### config.mk
export PLATFORM = sky130hd
export DESIGN_NAME = sa_controller
export DESIGN_NICKNAME = d
export VERILOG_FILES = /design/src/rtl/sa_controller.sv
export SDC_FILE = /design/constraint.sdc
export NUM_CORES = 1
export LEC_CHECK = 0
export BUFFER_PORTS_ARGS = -buffer_cell sky130_fd_sc_hd__buf_4
export CAP_MARGIN = 25
export CELL_PAD_IN_SITES_DETAIL_PLACEMENT = 1
export CELL_PAD_IN_SITES_GLOBAL_PLACEMENT = 1
export CORE_ASPECT_RATIO = 1.75
export CORE_MARGIN = 5
export CORE_UTILIZATION = 41
export CTS_BUF_LIST = sky130_fd_sc_hd__clkbuf_4
export DETAILED_ROUTE_END_ITERATION = 7
export PLACE_DENSITY_LB_ADDON = 0.1
export SYNTH_ARGS = -nofsm -noshare
export SYNTH_HDL_FRONTEND = slang
export SYNTH_SLANG_ARGS = --single-unit
### constraint.sdc
create_clock -name clk -period 4 [get_ports clk]
set_clock_uncertainty 0.1 [all_clocks]
set_input_delay 0 -clock clk [delete_from_list [all_inputs] [get_ports clk]]
set_output_delay 0 -clock clk [all_outputs]
set_load 0.02 [all_outputs]
### src/rtl/sa_controller.sv
// Systolic-array sequencing controller: walks PRELOAD, STREAM and FLUSH per job
// and generates the weight, input and output buffer traffic for each phase.
package sa_pkg;
    typedef enum logic [1:0] {
        IDLE    = 2'b00,
        PRELOAD = 2'b01,
        STREAM  = 2'b10,
        FLUSH   = 2'b11
    } sa_state_e;
endpackage

module sa_controller
    import sa_pkg::*;
#(
    parameter int SA_ROWS    = 4,
    parameter int SA_COLS    = 4,
    parameter int ADDR_WIDTH = 8,
    parameter int M_WIDTH    = 8,
    parameter int OUT_LAT    = SA_ROWS + SA_COLS
) (
    input  logic                  clk,
    input  logic                  rst_n,
    input  logic                  start,
    input  logic [ADDR_WIDTH-1:0] cfg_w_offset,
    input  logic [ADDR_WIDTH-1:0] cfg_i_offset,
    input  logic [ADDR_WIDTH-1:0] cfg_o_offset,
    input  logic [M_WIDTH-1:0]    cfg_m,
    output logic [1:0]            state_o,
    output logic                  busy,
    output logic                  done,
    output logic                  w_rd_en,
    output logic [ADDR_WIDTH-1:0] w_rd_addr,
    output logic                  pe_load_w,
    output logic                  i_rd_en,
    output logic [ADDR_WIDTH-1:0] i_rd_addr,
    output logic                  pe_in_valid,
    output logic                  o_wr_en,
    output logic [ADDR_WIDTH-1:0] o_wr_addr
);

    localparam int MMAX = (2 ** M_WIDTH) - 1;
    localparam int CMAX = (SA_ROWS > MMAX) ? SA_ROWS : MMAX;
    localparam int CW   = $clog2(CMAX + 1);

    sa_state_e             state_q, state_d;
    logic [CW-1:0]         cnt_q, cnt_d;
    logic [CW-1:0]         j_q, j_d;
    logic [ADDR_WIDTH-1:0] w_off_q, w_off_d;
    logic [ADDR_WIDTH-1:0] i_off_q, i_off_d;
    logic [ADDR_WIDTH-1:0] o_off_q, o_off_d;
    logic [M_WIDTH-1:0]    m_q, m_d;
    logic [OUT_LAT-1:0]    sr_q, sr_d;
    logic [OUT_LAT:0]      sr_ext;
    logic                  done_q, done_d;
    logic                  busy_q;
    logic                  w_en_q, w_en_d;
    logic                  i_en_q, i_en_d;
    logic                  ld_q, iv_q;
    logic                  tap_d;
    logic [ADDR_WIDTH-1:0] w_addr_q, w_addr_d;
    logic [ADDR_WIDTH-1:0] i_addr_q, i_addr_d;
    logic [ADDR_WIDTH-1:0] o_addr_q, o_addr_d;

    always_comb begin
        state_d = state_q;
        cnt_d   = cnt_q;
        j_d     = j_q;
        w_off_d = w_off_q;
        i_off_d = i_off_q;
        o_off_d = o_off_q;
        m_d     = m_q;
        done_d  = 1'b0;
        unique case (state_q)
            IDLE: begin
                if (start) begin
                    if (cfg_m != '0) begin
                        state_d = PRELOAD;
                        cnt_d   = '0;
                        j_d     = '0;
                        w_off_d = cfg_w_offset;
                        i_off_d = cfg_i_offset;
                        o_off_d = cfg_o_offset;
                        m_d     = cfg_m;
                    end else begin
                        done_d = 1'b1;
                    end
                end
            end
            PRELOAD: begin
                if (cnt_q == CW'(SA_ROWS - 1)) begin
                    state_d = STREAM;
                    cnt_d   = '0;
                end else begin
                    cnt_d = cnt_q + 1'b1;
                end
            end
            STREAM: begin
                if (cnt_q == CW'(m_q) - 1'b1) begin
                    state_d = FLUSH;
                    cnt_d   = '0;
                end else begin
                    cnt_d = cnt_q + 1'b1;
                end
            end
            FLUSH: begin
                if (j_q == CW'(m_q)) begin
                    state_d = IDLE;
                    done_d  = 1'b1;
                end
            end
            default: state_d = IDLE;
        endcase

        // Output tap is the input-read enable aged by OUT_LAT cycles.
        sr_ext = {sr_q, i_en_q};
        sr_d   = sr_ext[OUT_LAT-1:0];
        tap_d  = sr_d[OUT_LAT-1];
        if (tap_d) begin
            j_d = j_d + 1'b1;
        end

        w_en_d   = (state_d == PRELOAD);
        i_en_d   = (state_d == STREAM);
        w_addr_d = w_en_d ? w_off_d + ADDR_WIDTH'(cnt_d) : '0;
        i_addr_d = i_en_d ? i_off_d + ADDR_WIDTH'(cnt_d) : '0;
        o_addr_d = tap_d ? o_off_q + ADDR_WIDTH'(j_q) : '0;
    end

    always_ff @(posedge clk or negedge rst_n) begin
        if (!rst_n) begin
            state_q  <= IDLE;
            cnt_q    <= '0;
            j_q      <= '0;
            w_off_q  <= '0;
            i_off_q  <= '0;
            o_off_q  <= '0;
            m_q      <= '0;
            sr_q     <= '0;
            done_q   <= 1'b0;
            busy_q   <= 1'b0;
            w_en_q   <= 1'b0;
            i_en_q   <= 1'b0;
            ld_q     <= 1'b0;
            iv_q     <= 1'b0;
            w_addr_q <= '0;
            i_addr_q <= '0;
            o_addr_q <= '0;
        end else begin
            state_q  <= state_d;
            cnt_q    <= cnt_d;
            j_q      <= j_d;
            w_off_q  <= w_off_d;
            i_off_q  <= i_off_d;
            o_off_q  <= o_off_d;
            m_q      <= m_d;
            sr_q     <= sr_d;
            done_q   <= done_d;
            busy_q   <= (state_d != IDLE);
            w_en_q   <= w_en_d;
            i_en_q   <= i_en_d;
            ld_q     <= w_en_q;
            iv_q     <= i_en_q;
            w_addr_q <= w_addr_d;
            i_addr_q <= i_addr_d;
            o_addr_q <= o_addr_d;
        end
    end

    assign state_o     = state_q;
    assign busy        = busy_q;
    assign done        = done_q;
    assign w_rd_en     = w_en_q;
    assign w_rd_addr   = w_addr_q;
    assign pe_load_w   = ld_q;
    assign i_rd_en     = i_en_q;
    assign i_rd_addr   = i_addr_q;
    assign pe_in_valid = iv_q;
    assign o_wr_en     = sr_q[OUT_LAT-1];
    assign o_wr_addr   = o_addr_q;

endmodule

== Yosys cells after proc, flatten, opt, wreduce, memory -nomap -nowiden ==
Cells that the tools add are included.
Storage, ports and cells
  bits in registers: 88
  input bits: 35
  output and inout port bits: 33
  logic and storage cells: 63
Cells by class
  add/sub/neg operators: 6
  eq/ne operators: 8
  multiplexer cells: 28
  reductions and logical operators: 4
Operators with widths (number)
  2-to-1 mux 8 bit: 17
  adder 8 bit: 3
  case mux 8 bit (3 select lines): 1
  adder 8 x 1 -> 8 bit, second input constant: 2
  == test 8 bit: 2
  2-to-1 mux 2 bit: 5
  == test 8 x 2 -> 1 bit, second input constant: 1
  case mux 2 bit (4 select lines): 1
  nonzero test 8 bit: 1
  subtractor 8 x 1 -> 8 bit, second input constant: 1
  == test 2 bit, second input constant: 3
  == test 2 x 1 -> 1 bit, second input constant: 2
  2-to-1 mux 1 bit: 3
  AND reduction 3 bit: 1
  logical NOT 2 bit: 1
  case mux 1 bit (2 select lines): 1
  nonzero test 2 bit: 1

== Logic depth before layout (Yosys ltp) ==
  word-level depth: 6
  mapped depth: 20

== Least setup slack after synthesis ==
OpenSTA, ideal clock, no wires.
  path kind: flip-flop to flip-flop
  from: register m_q[2]
  to: register i_addr_q[7], in the netlist i_rd_addr[7]
  arrival: 3.515 ns
  path slack: 0.264 ns
  cell stages (with the launch flop): 17
  cells stage by stage: dfrtp_1 > buf_2 > nor2_2 > nand2_1 > or4_1 > a211oi_2 > o22ai_1 > clkbuf_1 > a22o_1 > ha_1 > a21o_1 > a21oi_1 > o21ai_0 > o41ai_1 > xnor2_1 > xnor2_1 > nor2_1
Between the ends
  cells in the longest elaborated chain, start to end: 6
  elaborated cells on any way between the ends: 11
  those cells by class: add/sub (2); eq/ne (3); mux (6)
Ends and longest elaborated chain
  start: declaration: RTL line 51  | logic [M_WIDTH-1:0] m_q, m_d;
  start signal: assignment: RTL line 155  | m_q <= m_d;
  subtractor 8 x 1 -> 8 bit: RTL line 98  | if (cnt_q == CW'(m_q) - 1'b1) begin
  == test 8 bit: RTL line 98
  2-to-1 mux 8 bit: RTL line 98
  case mux 8 bit (3 select lines): RTL line 73  | unique case (state_q)
  net cnt_d[1]: RTL line 46  | logic [CW-1:0] cnt_q, cnt_d;
  adder 8 bit: RTL line 125  | i_addr_d = i_en_d ? i_off_d + ADDR_WIDTH'(cnt_d) : '0;
  2-to-1 mux 8 bit: RTL line 125
  net i_addr_d[7]: RTL line 61  | logic [ADDR_WIDTH-1:0] i_addr_q, i_addr_d;
  end signal: assignment: RTL line 164  | i_addr_q <= i_addr_d;
  end: declaration: RTL line 61
The timed path passes the listed nets, and every way through them passes these cells.
A chain may end at the register's enable or synchronous reset.

== Worst setup path in the final report ==
  from: register m_q[4]
  to: register w_addr_q[7], in the netlist w_rd_addr[7]
Between the ends
  cells in the longest elaborated chain, start to end: 6
  elaborated cells on any way between the ends: 11
  those cells by class: add/sub (2); eq/ne (3); mux (6)
Ends and longest elaborated chain
  subtractor 8 x 1 -> 8 bit: RTL line 98
  == test 8 bit: RTL line 98
  2-to-1 mux 8 bit: RTL line 98
  case mux 8 bit (3 select lines): RTL line 73
  net cnt_d[3]: RTL line 46
  adder 8 bit: RTL line 124  | w_addr_d = w_en_d ? w_off_d + ADDR_WIDTH'(cnt_d) : '0;
  2-to-1 mux 8 bit: RTL line 124
  net w_addr_d[7]: RTL line 60  | logic [ADDR_WIDTH-1:0] w_addr_q, w_addr_d;
  end signal: assignment: RTL line 163  | w_addr_q <= w_addr_d;
  end: declaration: RTL line 60
The timed path passes the listed nets, and every way through them passes these cells.

==> results.sh <==
export IMPL_setup_violations=0
export IMPL_gr_total_overflow=0
export IMPL_power_leakage_nw=2.861
export IMPL_clkPwrFrac_pct=11.3
export IMPL_dp_cells=635
export IMPL_worstHoldPathType="in -> reg"
export IMPL_post_drt_wl_per_cell_um=17.63
export IMPL_first_global_vias=3953
export IMPL_num_vias=3615
export IMPL_syn_inst=442
export IMPL_mostFrequentLayoutCells="90 x nand2_1, 86 x dfrtp_1, 80 x buf_4, 37 x dlygate4sd3_1, 33 x nor2_1"
export IMPL_synth_edf_count=0
export IMPL_fp_coreArea_um2=10640
export IMPL_synth_cell_types=58
export IMPL_fin_setup_tns_ns=0
export IMPL_htree_levels=3
export IMPL_cp_arrival_ns=4.06
export IMPL_timing_hold_ws_ns=0.1728
export IMPL_final_area_um2=5677
export IMPL_ir_drop_mv=0.3334
export IMPL_grt_max_degree=40
export IMPL_synth_net_count=509
export IMPL_clk_transition_reported_paths_ns=0.14
export IMPL_yosys_area_top_type="dfrtp_1"
export IMPL_p_comb_share_pct=54.2
export IMPL_timing_worst_slew_pin_value_ns=0.7875
export IMPL_yosys_area_top_type_share_pct=49.10
export IMPL_dr_first_iter_drc_count=68
export IMPL_detailroute_wirelength_met3_um=344
export IMPL_power_share_switching_pct=44.36
export IMPL_p_seq_share_pct=34.5
export IMPL_wl_met1_um=4332
export IMPL_synth_cell_area_um2=4434
export IMPL_synthAdderAreaFrac_pct=9.537
export IMPL_syn_to_final_growth_pct=28.02
export IMPL_grt_first_pass_wirelength_um=19530
export IMPL_antenna_found_initial=1
export IMPL_vias_per_cell=5.224
export IMPL_num_io_pins=68
export IMPL_dieArea_um2=13080
export IMPL_final_core_util_pct=53.38
export IMPL_end_kind="flip-flop"
export IMPL_path_cells="nor3_2 -> nand2_1 -> or4_1 -> a211oi_2 -> o22ai_2 -> buf_4 -> a41oi_1 -> a31oi_2 -> ha_1 -> nand2_1 -> o21ai_1 -> o41ai_2 -> xnor2_1 -> xnor2_1 -> nor2_1"
export IMPL_final_nets=623
export IMPL_dp_hpwl_um=8946
export IMPL_worst_path_max_fanout=7
export IMPL_cts_root_buffer="clkbuf_4"
export IMPL_grt_total_usage_pct=19.68
export IMPL_drive_gt1_share_pct=21.57
export IMPL_layout_commonest_cell="nand2_1"
export IMPL_synth_async_reset_ratio_pct=100.0
export IMPL_drc_errors=0
export IMPL_drv_cap=0
export IMPL_rows=50
export IMPL_numPortBuffers=67
export IMPL_synth_xor_area_share_pct=8.493
export IMPL_cpMaxStageDelayCell="or4_1"
export IMPL_timing_fmax_mhz=261.7
export IMPL_hold_viol_final=0
export IMPL_min_period_over_period_pct=95.52
export IMPL_synth_area_mux_share_pct=1.213
export IMPL_switchingPower_mw=1.762
export IMPL_start_util_pct=41.69
export IMPL_cts_buffer_depth=2
export IMPL_met2_length_um=7205
export IMPL_finalMaxSlewViolations=0
export IMPL_cts_tree="built"
export IMPL_reg2reg_slack_ns=0.18
export IMPL_drtAntennaViolNets=0
export IMPL_synthSimpleGateAreaFrac_pct=18.31
export IMPL_ys_warn_count=0
export IMPL_outcome="completed"
export IMPL_synth_top_family_by_area="simple AND/OR/NAND/NOR gates"
export IMPL_reg2reg_depth=15
export IMPL_clk_latency_ns=0.45
export IMPL_top_layer="met4"
export IMPL_cts_buffers=9
export IMPL_globalplace_congestion=0.7935
export IMPL_worstSetupPathType="reg -> reg"
export IMPL_synth_seq_area_share_pct=49.10
export IMPL_p_per_area_nw_per_um2=699.7
export IMPL_p_int_mw=2.210
export IMPL_die_x_um=88.62
export IMPL_critPathBufInv=1
export IMPL_period_needed_ns=3.821
export IMPL_critPathTopFamily="compound AO/OA/AOI/OAI gates"
export IMPL_final_cell_count_no_fill=692
export IMPL_dr_pass1_iters=4
export IMPL_critPathMaxStageDelay_ns=0.52
export IMPL_syn_area_per_cell_um2=10.03
export IMPL_crit_required_ns=4.24
export IMPL_slew_headroom_pct=46.94
export IMPL_worst_setup_path_start_kind="flip-flop"
export IMPL_clock_sinks=87
export IMPL_ys_seq_elements=87
export IMPL_path_depth=15
export IMPL_wl_um=12200
export IMPL_hold_path_depth=4
export IMPL_synth_ff_type="dfrtp_1"
export IMPL_ys_top_cells_by_area="dfrtp_1 49%, ha_1 8.2%, nand2_1 7.6%"
export IMPL_synth_compound_area_share_pct=10.47
export IMPL_place_area_um2=5110
export IMPL_die_y_um=147.6
-- path summary, 6_finish.rpt --
kind / from / endpoint
hold reg to reg: sr_q[3] / sr_q[4]
setup reg to reg: m_q[4] / w_rd_addr[7]
max in group asynchronous: rst_n / m_q[0]
min in group asynchronous: rst_n / o_off_q[1]
hold / removal: cfg_o_offset[4] / o_off_q[4]
setup / recovery: m_q[4] / w_rd_addr[7]
-- cells in the mapped netlist, types with 4 or more instances --
cell,count
nand2b_1,7
and2_1,10
a21o_1,7
a31oi_1,6
ha_1,29
nor2_1,34
nor2b_1,4
nand4_1,6
nand2_1,90
dfrtp_1,87
a21oi_1,19
inv_1,15
o21ai_0,13
nor3_1,5
xor2_1,18
xnor2_1,25
clkbuf_1,7
-- cells by family after synthesis --
family	after synthesis
flip-flops	87
buffers and inverters	30
multiplexers	5
adder cells (fa/ha/maj)	32
XOR/XNOR	43
AND/OR/NAND/NOR	177
AO/OA/AOI/OAI	68
-- layout make-up --
cell class	instances	area [um2]
fill	1205	4959
sequential	87	2178
multi-input combinational	325	2185
timing repair buffer	117	970.9
clock inverter	5	35.03
tap	130	162.7
inverter	16	60.06
antenna	1	2.502
clock buffer	11	82.58
-- worst register-to-register path, delay by kind of cell (launching register included) --
family | cells | cell delay [ns]
buffers and inverters | 1 | 0.19
XOR/XNOR | 2 | 0.32
flip-flops | 1 | 0.50
AND/OR/NAND/NOR | 5 | 1.01
AO/OA/AOI/OAI | 6 | 1.22
adder cells (fa/ha/maj) | 1 | 0.36
-- power groups by stage --
stage	Sequential (mW)	Clock, mW	Combinational (mW)
floorplan	1.39	0	1.38
global placement	1.37	0	2.00
detailed placement	1.38	0	2.05
CTS	1.37	0.467	2.11
global route	1.41	0.503	2.39
finish	1.37	0.448	2.15
-- layer usage --
metal / global-route usage, % / vias to the layer above
li1: - / 1717
met1: 19.91 / 1826
met2: 38.31 / 55
met3: 2.231 / 17
met4: 8.850 / 0
met5: 0 / -
-- metrics by stage --
step | total power, mW | setup slack [ns]
3_5_place_dp | 3.435 | 0.04797
5_1_grt | 4.303 | -0.02670
4_1_cts | 3.939 | 0.002731
2_1_floorplan | 2.776 | 0.2635
3_3_place_gp | 3.366 | 0.1582
6_report | 3.972 | 0.1792
-- repair_timing --
| item | in CTS | in global routing |
|---|---|---|
| buffers inserted | 0 | 3 |
| hold buffers | 37 | 0 |
| hold endpoints to repair | 87 | 0 |
| gates resized for setup | 0 | 12 |
| endpoints found under the setup margin | 0 | 7 |
(Power assumes the default switching activity.)
